==> src/rtl/pipe_pkg.sv <==
// Shared pipeline definitions: inter-stage bus widths, forwarding bus layouts
// and the opcode groups whose second source register comes from the rd field.
package pipe_pkg;

  localparam int unsigned FS2DS_W  = 64;
  localparam int unsigned DS2ES_W  = 128;
  localparam int unsigned ES_FWD_W = 40;
  localparam int unsigned MS_FWD_W = 39;
  localparam int unsigned RF_ZIP_W = 38;

  // Branch group, matched on inst[31:26].
  localparam logic [5:0] OpBeq  = 6'h16;
  localparam logic [5:0] OpBne  = 6'h17;
  localparam logic [5:0] OpBlt  = 6'h18;
  localparam logic [5:0] OpBge  = 6'h19;
  localparam logic [5:0] OpBltu = 6'h1A;
  localparam logic [5:0] OpBgeu = 6'h1B;

  // Store group, matched on inst[31:22].
  localparam logic [9:0] OpStB = 10'h0A4;
  localparam logic [9:0] OpStH = 10'h0A5;
  localparam logic [9:0] OpStW = 10'h0A6;

  typedef struct packed {
    logic        valid;
    logic        gr_we;
    logic        res_from_mem;
    logic [4:0]  dest;
    logic [31:0] result;
  } es_fwd_t;

  typedef struct packed {
    logic        valid;
    logic        gr_we;
    logic [4:0]  dest;
    logic [31:0] result;
  } ms_fwd_t;

  typedef struct packed {
    logic        we;
    logic [4:0]  waddr;
    logic [31:0] wdata;
  } rf_zip_t;

  // Branches and stores read their second operand from rd instead of rk.
  function automatic logic src2_uses_rd(input logic [31:0] inst);
    logic [5:0] op6;
    logic [9:0] op10;
    op6  = inst[31:26];
    op10 = inst[31:22];
    return (op6 inside {OpBeq, OpBne, OpBlt, OpBge, OpBltu, OpBgeu}) ||
           (op10 inside {OpStB, OpStH, OpStW});
  endfunction

endpackage

==> src/rtl/id_operand_stage_if.sv <==
// Pipeline buses around the decode/operand stage.
//   master: the surrounding pipeline (IF, EX, MEM, WB) driving the stage
//   slave : the decode/operand stage itself
interface id_operand_stage_if;

  logic                          fs2ds_valid;
  logic                          ds_allowin;
  logic [pipe_pkg::FS2DS_W-1:0]  fs2ds_bus;
  logic                          ds2es_valid;
  logic                          es_allowin;
  logic [pipe_pkg::DS2ES_W-1:0]  ds2es_bus;
  logic                          flush;
  logic [pipe_pkg::ES_FWD_W-1:0] es_fwd_zip;
  logic [pipe_pkg::MS_FWD_W-1:0] ms_fwd_zip;
  logic [pipe_pkg::RF_ZIP_W-1:0] rf_zip;

  modport master (
    output fs2ds_valid, fs2ds_bus, es_allowin, flush, es_fwd_zip, ms_fwd_zip, rf_zip,
    input  ds_allowin, ds2es_valid, ds2es_bus
  );

  modport slave (
    input  fs2ds_valid, fs2ds_bus, es_allowin, flush, es_fwd_zip, ms_fwd_zip, rf_zip,
    output ds_allowin, ds2es_valid, ds2es_bus
  );

endinterface

==> src/rtl/regfile_2r1w.sv <==
// 32x32 general register file: two asynchronous read ports, one synchronous
// write port, synchronous active-high clear. r0 reads as zero and is never
// written. No internal write-to-read bypass; the parent handles forwarding.
//   clk, reset         : clock, synchronous active-high reset
//   raddr1_i/rdata1_o  : read port 1
//   raddr2_i/rdata2_o  : read port 2
//   we_i/waddr_i/wdata_i : write port
module regfile_2r1w (
  input  logic        clk,
  input  logic        reset,
  input  logic [4:0]  raddr1_i,
  output logic [31:0] rdata1_o,
  input  logic [4:0]  raddr2_i,
  output logic [31:0] rdata2_o,
  input  logic        we_i,
  input  logic [4:0]  waddr_i,
  input  logic [31:0] wdata_i
);

  logic [31:0] mem_q [32];

  always_ff @(posedge clk) begin
    if (reset) begin
      for (int i = 0; i < 32; i++) begin
        mem_q[i] <= '0;
      end
    end else if (we_i && (waddr_i != 5'd0)) begin
      mem_q[waddr_i] <= wdata_i;
    end
  end

  assign rdata1_o = (raddr1_i == 5'd0) ? 32'd0 : mem_q[raddr1_i];
  assign rdata2_o = (raddr2_i == 5'd0) ? 32'd0 : mem_q[raddr2_i];

endmodule

==> src/rtl/id_operand_stage.sv <==
// Decode-side operand stage. Holds the instruction from IF in a valid/allowin
// stage register, owns the register file (written from the WB rf_zip bus),
// resolves both source operands with EX/MEM/WB forwarding, stalls on
// load-use hazards and hands {pc, inst, src1, src2} to EX.
//   clk, reset : clock, synchronous active-high reset
//   bus_io     : IF handshake in, EX handshake out, flush, forwarding buses
module id_operand_stage
  import pipe_pkg::*;
(
  input  logic              clk,
  input  logic              reset,
  id_operand_stage_if.slave bus_io
);

  logic        ds_valid_q, ds_valid_d;
  logic [31:0] ds_pc_q, ds_pc_d;
  logic [31:0] ds_inst_q, ds_inst_d;

  es_fwd_t es;
  ms_fwd_t ms;
  rf_zip_t wb;
  logic [31:0] fs_pc, fs_inst;

  assign es = bus_io.es_fwd_zip;
  assign ms = bus_io.ms_fwd_zip;
  assign wb = bus_io.rf_zip;
  assign {fs_pc, fs_inst} = bus_io.fs2ds_bus;

  logic [4:0]  src1, src2;
  logic [31:0] rf_rdata1, rf_rdata2;
  logic [31:0] src1_value, src2_value;
  logic        load_use, ds_ready_go, ds_allowin;

  assign src1 = ds_inst_q[9:5];
  assign src2 = src2_uses_rd(ds_inst_q) ? ds_inst_q[4:0] : ds_inst_q[14:10];

  regfile_2r1w u_regfile (
    .clk      (clk),
    .reset    (reset),
    .raddr1_i (src1),
    .rdata1_o (rf_rdata1),
    .raddr2_i (src2),
    .rdata2_o (rf_rdata2),
    .we_i     (wb.we),
    .waddr_i  (wb.waddr),
    .wdata_i  (wb.wdata)
  );

  // Youngest producer wins. A load in EX has no data yet, so EX is skipped
  // for it and the load-use stall below waits until it reaches MEM.
  function automatic logic [31:0] resolve(input logic [4:0]  src,
                                          input logic [31:0] rf_val,
                                          input es_fwd_t     e,
                                          input ms_fwd_t     m,
                                          input rf_zip_t     w);
    if (src == 5'd0) begin
      return 32'd0;
    end else if (e.valid && e.gr_we && !e.res_from_mem && (e.dest == src)) begin
      return e.result;
    end else if (m.valid && m.gr_we && (m.dest == src)) begin
      return m.result;
    end else if (w.we && (w.waddr == src)) begin
      return w.wdata;
    end else begin
      return rf_val;
    end
  endfunction

  assign src1_value = resolve(src1, rf_rdata1, es, ms, wb);
  assign src2_value = resolve(src2, rf_rdata2, es, ms, wb);

  // Both sources are checked for every instruction (conservative).
  assign load_use = es.valid && es.gr_we && es.res_from_mem && (es.dest != 5'd0) &&
                    ((es.dest == src1) || (es.dest == src2));

  assign ds_ready_go = !load_use;
  assign ds_allowin  = !ds_valid_q || (ds_ready_go && bus_io.es_allowin);

  always_comb begin
    ds_valid_d = ds_valid_q;
    ds_pc_d    = ds_pc_q;
    ds_inst_d  = ds_inst_q;
    if (bus_io.flush) begin
      ds_valid_d = 1'b0;
    end else if (ds_allowin) begin
      ds_valid_d = bus_io.fs2ds_valid;
    end
    if (bus_io.fs2ds_valid && ds_allowin && !bus_io.flush) begin
      ds_pc_d   = fs_pc;
      ds_inst_d = fs_inst;
    end
  end

  always_ff @(posedge clk) begin
    if (reset) begin
      ds_valid_q <= 1'b0;
      ds_pc_q    <= '0;
      ds_inst_q  <= '0;
    end else begin
      ds_valid_q <= ds_valid_d;
      ds_pc_q    <= ds_pc_d;
      ds_inst_q  <= ds_inst_d;
    end
  end

  assign bus_io.ds_allowin  = ds_allowin;
  assign bus_io.ds2es_valid = ds_valid_q && ds_ready_go && !bus_io.flush;
  assign bus_io.ds2es_bus   = {ds_pc_q, ds_inst_q, src1_value, src2_value};

endmodule

==> src/flat_wrapper.sv <==
// flat-port wrapper written by rule: the top's interface ports become plain ports
module id_operand_stage_flat import pipe_pkg::*;
  (clk, reset, bus_io_fs2ds_valid, bus_io_fs2ds_bus, bus_io_es_allowin, bus_io_flush, bus_io_es_fwd_zip, bus_io_ms_fwd_zip, bus_io_rf_zip, bus_io_ds_allowin, bus_io_ds2es_valid, bus_io_ds2es_bus);
  id_operand_stage_if bus_io_i ();
  input  logic clk;
  input  logic reset;
  input wire logic [$bits(bus_io_i.fs2ds_valid)-1:0] bus_io_fs2ds_valid;
  input wire logic [$bits(bus_io_i.fs2ds_bus)-1:0] bus_io_fs2ds_bus;
  input wire logic [$bits(bus_io_i.es_allowin)-1:0] bus_io_es_allowin;
  input wire logic [$bits(bus_io_i.flush)-1:0] bus_io_flush;
  input wire logic [$bits(bus_io_i.es_fwd_zip)-1:0] bus_io_es_fwd_zip;
  input wire logic [$bits(bus_io_i.ms_fwd_zip)-1:0] bus_io_ms_fwd_zip;
  input wire logic [$bits(bus_io_i.rf_zip)-1:0] bus_io_rf_zip;
  output wire logic [$bits(bus_io_i.ds_allowin)-1:0] bus_io_ds_allowin;
  output wire logic [$bits(bus_io_i.ds2es_valid)-1:0] bus_io_ds2es_valid;
  output wire logic [$bits(bus_io_i.ds2es_bus)-1:0] bus_io_ds2es_bus;
  assign bus_io_i.fs2ds_valid = bus_io_fs2ds_valid;
  assign bus_io_i.fs2ds_bus = bus_io_fs2ds_bus;
  assign bus_io_i.es_allowin = bus_io_es_allowin;
  assign bus_io_i.flush = bus_io_flush;
  assign bus_io_i.es_fwd_zip = bus_io_es_fwd_zip;
  assign bus_io_i.ms_fwd_zip = bus_io_ms_fwd_zip;
  assign bus_io_i.rf_zip = bus_io_rf_zip;
  assign bus_io_ds_allowin = bus_io_i.ds_allowin;
  assign bus_io_ds2es_valid = bus_io_i.ds2es_valid;
  assign bus_io_ds2es_bus = bus_io_i.ds2es_bus;
  id_operand_stage u_core (.clk(clk), .reset(reset), .bus_io(bus_io_i));
endmodule
==> config.mk <==
export PLATFORM = sky130hd
export DESIGN_NAME = id_operand_stage_flat
export DESIGN_NICKNAME = d
export VERILOG_FILES = /design/src/rtl/pipe_pkg.sv /design/src/rtl/id_operand_stage_if.sv /design/src/rtl/regfile_2r1w.sv /design/src/rtl/id_operand_stage.sv /design/src/flat_wrapper.sv
export SDC_FILE = /design/constraint.sdc
export NUM_CORES = 2
export LEC_CHECK = 0
export BUFFER_PORTS_ARGS = -buffer_cell sky130_fd_sc_hd__buf_4
export CORE_ASPECT_RATIO = 0.75
export CORE_UTILIZATION = 35
export DETAILED_ROUTE_END_ITERATION = 7
export HOLD_SLACK_MARGIN = 0.02
export SYNTH_ARGS = -nofsm -noshare
export SYNTH_HDL_FRONTEND = slang
export SYNTH_SLANG_ARGS = --single-unit
==> constraint.sdc <==
create_clock -name clk -period 3.4 [get_ports clk]
set_input_delay 0.68 -clock clk [delete_from_list [all_inputs] [get_ports clk]]
set_output_delay 0.68 -clock clk [all_outputs]
set_load 0.02 [all_outputs]
==> flow_summary.ini <==
[run_status]
status = finished, violations left
violations = setup timing

[cts]
clock_sinks = 1094
cts.htree.levels = 3
cts_tree = yes
numCtsBuffers = 116
cts-root-buf = clkbuf_16
clockBufferDepth = 3
clk_latency_ns = 0.76
clkTransAtPathRegs_ns = 0.06

[power_and_ir_drop]
switchingPower_mw = 9.77
p_comb_share_pct = 18.0
powerDensity_nw_per_um2 = 456
p_leak_nw = 28.1
irDropWorstVdd_v = 0.000395
p_sw_share_pct = 27.6
sequentialPowerShare_pct = 44.9
intPower_mw = 25.6
clkPwrFrac_pct = 37.1

[placement]
portBuffers = 315
dp.cells = 7602
dp_hpwl_um = 157000
placedInstanceArea_um2 = 69300
routabilityCongestion = 0.923

[routing]
drt_iter0_drc = 7133
drt-total-wl_um = 249000
drtPass1Iterations = 6
ant_nets = 0
viasPerCell = 6.06
wl_per_cell_um = 31.2
drc = 0
dr_total_vias = 48355

[global_route]
grt_pass1_wl_um = 348000
antenna_found_initial = 15
grt_pass1_vias = 46443
grt_max_degree = 134
grt_usage_pct = 28.0
overflow = 0

[synth]
synth_async_sr_flop_share_pct = 0
yosys_register_bits = 1094
synth-edff-count = 1024
yosysTopAreaCell = edfxtp_1
ys_top_cells_by_area = edfxtp_1, mux4_2, and2_1, mux2i_1, nand2_1
synthFlopType = edfxtp_1
synth_area_um2 = 59900
syn_avg_cell_area_um2 = 12.1
ys_seq_area_share_pct = 53.7
post-synth-top-area-fraction_pct = 51.4
synthCells = 4946
ys_types = 57
ys_warn_count = 0

[layout]
seqCellArea_um2 = 32200
postLayoutCellArea_um2 = 77800
layout.nets = 5797
fin_cells = 7980
areaGrowthSynthToFinish_pct = 29.9
drive_gt1_share_pct = 32.9
n_fill_cell = 14869
finish.utilization_pct = 45.7
multi_input_area_um2 = 28000

[timing]
setup_ws_ns = -1.29
grt_setup_unrepaired = true
finClkSkew_ns = 0.0326
period_needed_ns = 4.69
final_hold_viol_count = 0
slew_headroom_pct = 43.8
setup_viol = 135
setup-tns-final_ns = -75.62
tightestPinTransition_ns = 0.843
clock.fmax_ghz = 0.213
drv_slew = 0
holdWs_ns = 0.110
fin_crit_sh_pct = 138

[worst_setup_path]
required_ns = 2.72
critical_path_class = register to primary output
cpPeakStageDelay_ns = 0.36
end_kind = primary output
crit_path_start_kind = register
cp.arrival_ns = 4.01
crit_top_cell = buf_6
critPathBufInv = 7
worstPathMaxFanout = 5
cp_top_family = compound AO/OA/AOI/OAI gates
critPathSlowestCell = a211o_4
worstPathCellList = nand3b_1 > buf_4 > a211o_4 > a21oi_2 > buf_4 > nor2_4 > buf_6 > a221oi_4 > buf_6 > nor3_4 > buf_12 > a21boi_1 > nor3_4 > buf_6 > a22o_1 > buf_6

[floorplan]
num_io_pins = 316
die_w_um = 480
die_h_um = 360
rows = 131
core_area_um2 = 170000
start_util_pct = 35.2
dieArea_um2 = 173000

[job]
maxCapViolCount = 0

[min_path]
hp-class = input pin to register
per-stage QoR:
stage	power, mW	setup WS [ns]
5_1_grt	36.2	-1.37
3_5_place_dp	21.5	-0.944
2_1_floorplan	18.7	-0.0114
3_3_place_gp	21.5	-1.04
4_1_cts	35.1	-1.28
6_report	35.4	-1.29
cells in the mapped netlist (3+ instances only):
| cell type | n |
|---|---|
| buf_6 | 5 |
| nand4_1 | 3 |
| nor3_1 | 70 |
| buf_1 | 49 |
| mux4_2 | 320 |
| a31oi_1 | 65 |
| nand4b_1 | 3 |
| clkbuf_1 | 414 |
| and2_1 | 961 |
| dfxtp_1 | 70 |
| edfxtp_1 | 1024 |
| or2_2 | 31 |
| a21oi_1 | 8 |
| o2111ai_1 | 33 |
| inv_1 | 10 |
| xor2_1 | 18 |
| a211oi_1 | 135 |
| buf_2 | 44 |
| nor2_1 | 148 |
| a32oi_1 | 127 |
| nand2_1 | 617 |
| xnor2_1 | 7 |
| nand3_1 | 166 |
| o22ai_1 | 3 |
| nor4_1 | 10 |
| mux2i_1 | 259 |
| and3_1 | 103 |
| o221ai_1 | 31 |
| a22o_1 | 32 |
| or3_1 | 8 |
| o21ai_0 | 74 |
| a311oi_1 | 4 |
| a21boi_0 | 61 |
flip-flops by register name, indices dropped and copies added, names as in the netlist, named ones only:
register                count
u_core.ds_inst_q           32
u_core.ds_valid_q           1
u_core.u_regfile.mem_q   1024
u_core.ds_pc_q             32
cell families (layout without fill, tap and decap cells):
family                    count (synthesis)  after routing  share of synthesized area [%]
and+or+nand+nor                        2135           2136                           18.7
DFF                                    1094           1094                           53.7
AOI/OAI and AO/OA                       587            588                           7.39
muxes                                   580            580                           16.4
buffers and inverters                   524           1254                           3.47
xor gates and xnor gates                 25             25                          0.366
other                                     1             42                        0.00626
worst paths after layout:
check	slack (ns)	endpoint	startpoint	cells past startpoint
max	-1.29	bus_io_ds2es_bus[4]	u_core.ds_inst_q[29]$_SDFFE_PP0P_	16
min	0.11	u_core.ds_valid_q$_SDFFE_PP0P_	bus_io_flush	2
max reg2reg	-0.18	u_core.ds_pc_q[29]$_SDFFE_PP0P_	u_core.ds_inst_q[29]$_SDFFE_PP0P_	20
min reg2reg	0.50	u_core.ds_pc_q[18]$_SDFFE_PP0P_	u_core.ds_pc_q[18]$_SDFFE_PP0P_	2
cell usage in the layout (no fill, tap or decap), drive strengths merged, types with 4 or more instances in the layout:
cell and instances:
a211oi 136, a21boi 63, a21oi 8, a22o 32, a311oi 4, a31oi 65
a32oi 127, and2 962, and3 103, buf 1016, bufbuf 4, bufinv 14
clkbuf 150, clkinv 49, clkinvlp 8, conb 32, dfxtp 70, diode 10
edfxtp 1024, inv 13, mux2i 259, mux4 320, nand2 618, nand3 166
nor2 148, nor3 70, nor4 12, o2111ai 33, o21ai 76, o221ai 31
or2 31, or3 8, xnor2 7, xor2 18
power by group through the flow:
| stage | clock [mW] | sequential [mW] | combinational, mW |
|---|---|---|---|
| 2_1_floorplan | 0 | 16.0 | 2.67 |
| 3_3_place_gp | 0 | 16.1 | 5.36 |
| 3_5_place_dp | 0 | 16.1 | 5.38 |
| 4_1_cts | 13.2 | 15.9 | 6.04 |
| 5_1_grt | 13.7 | 16.0 | 6.54 |
| 6_report | 13.2 | 15.9 | 6.37 |
layout make-up:
type	count	area share, %
multi-input combinational	3361	36.0
antenna	10	0.0322
clock inverter	74	0.975
tap	2261	3.64
sequential	1094	41.4
timing repair buffer	1028	14.0
inverter	10	0.0531
clock buffer	142	3.92
metal layers:
metal,track usage [%],up-vias,wire [um]
li1,-,19762,-
met1,37.8,24426,94400
met2,42.4,3539,111000
met3,6.22,626,29700
met4,14.0,2,14200
met5,0,-,13
repair_timing:
item | in CTS | in global routing
pin swaps | 121 | 153
endpoints found under the setup margin | 127 | 133
gates resized for setup | 438 | 217
hold buffers | 0 | 0
cloned | 27 | 9
setup buffers | 102 | 48
Power figures use the tool's default switching activity.
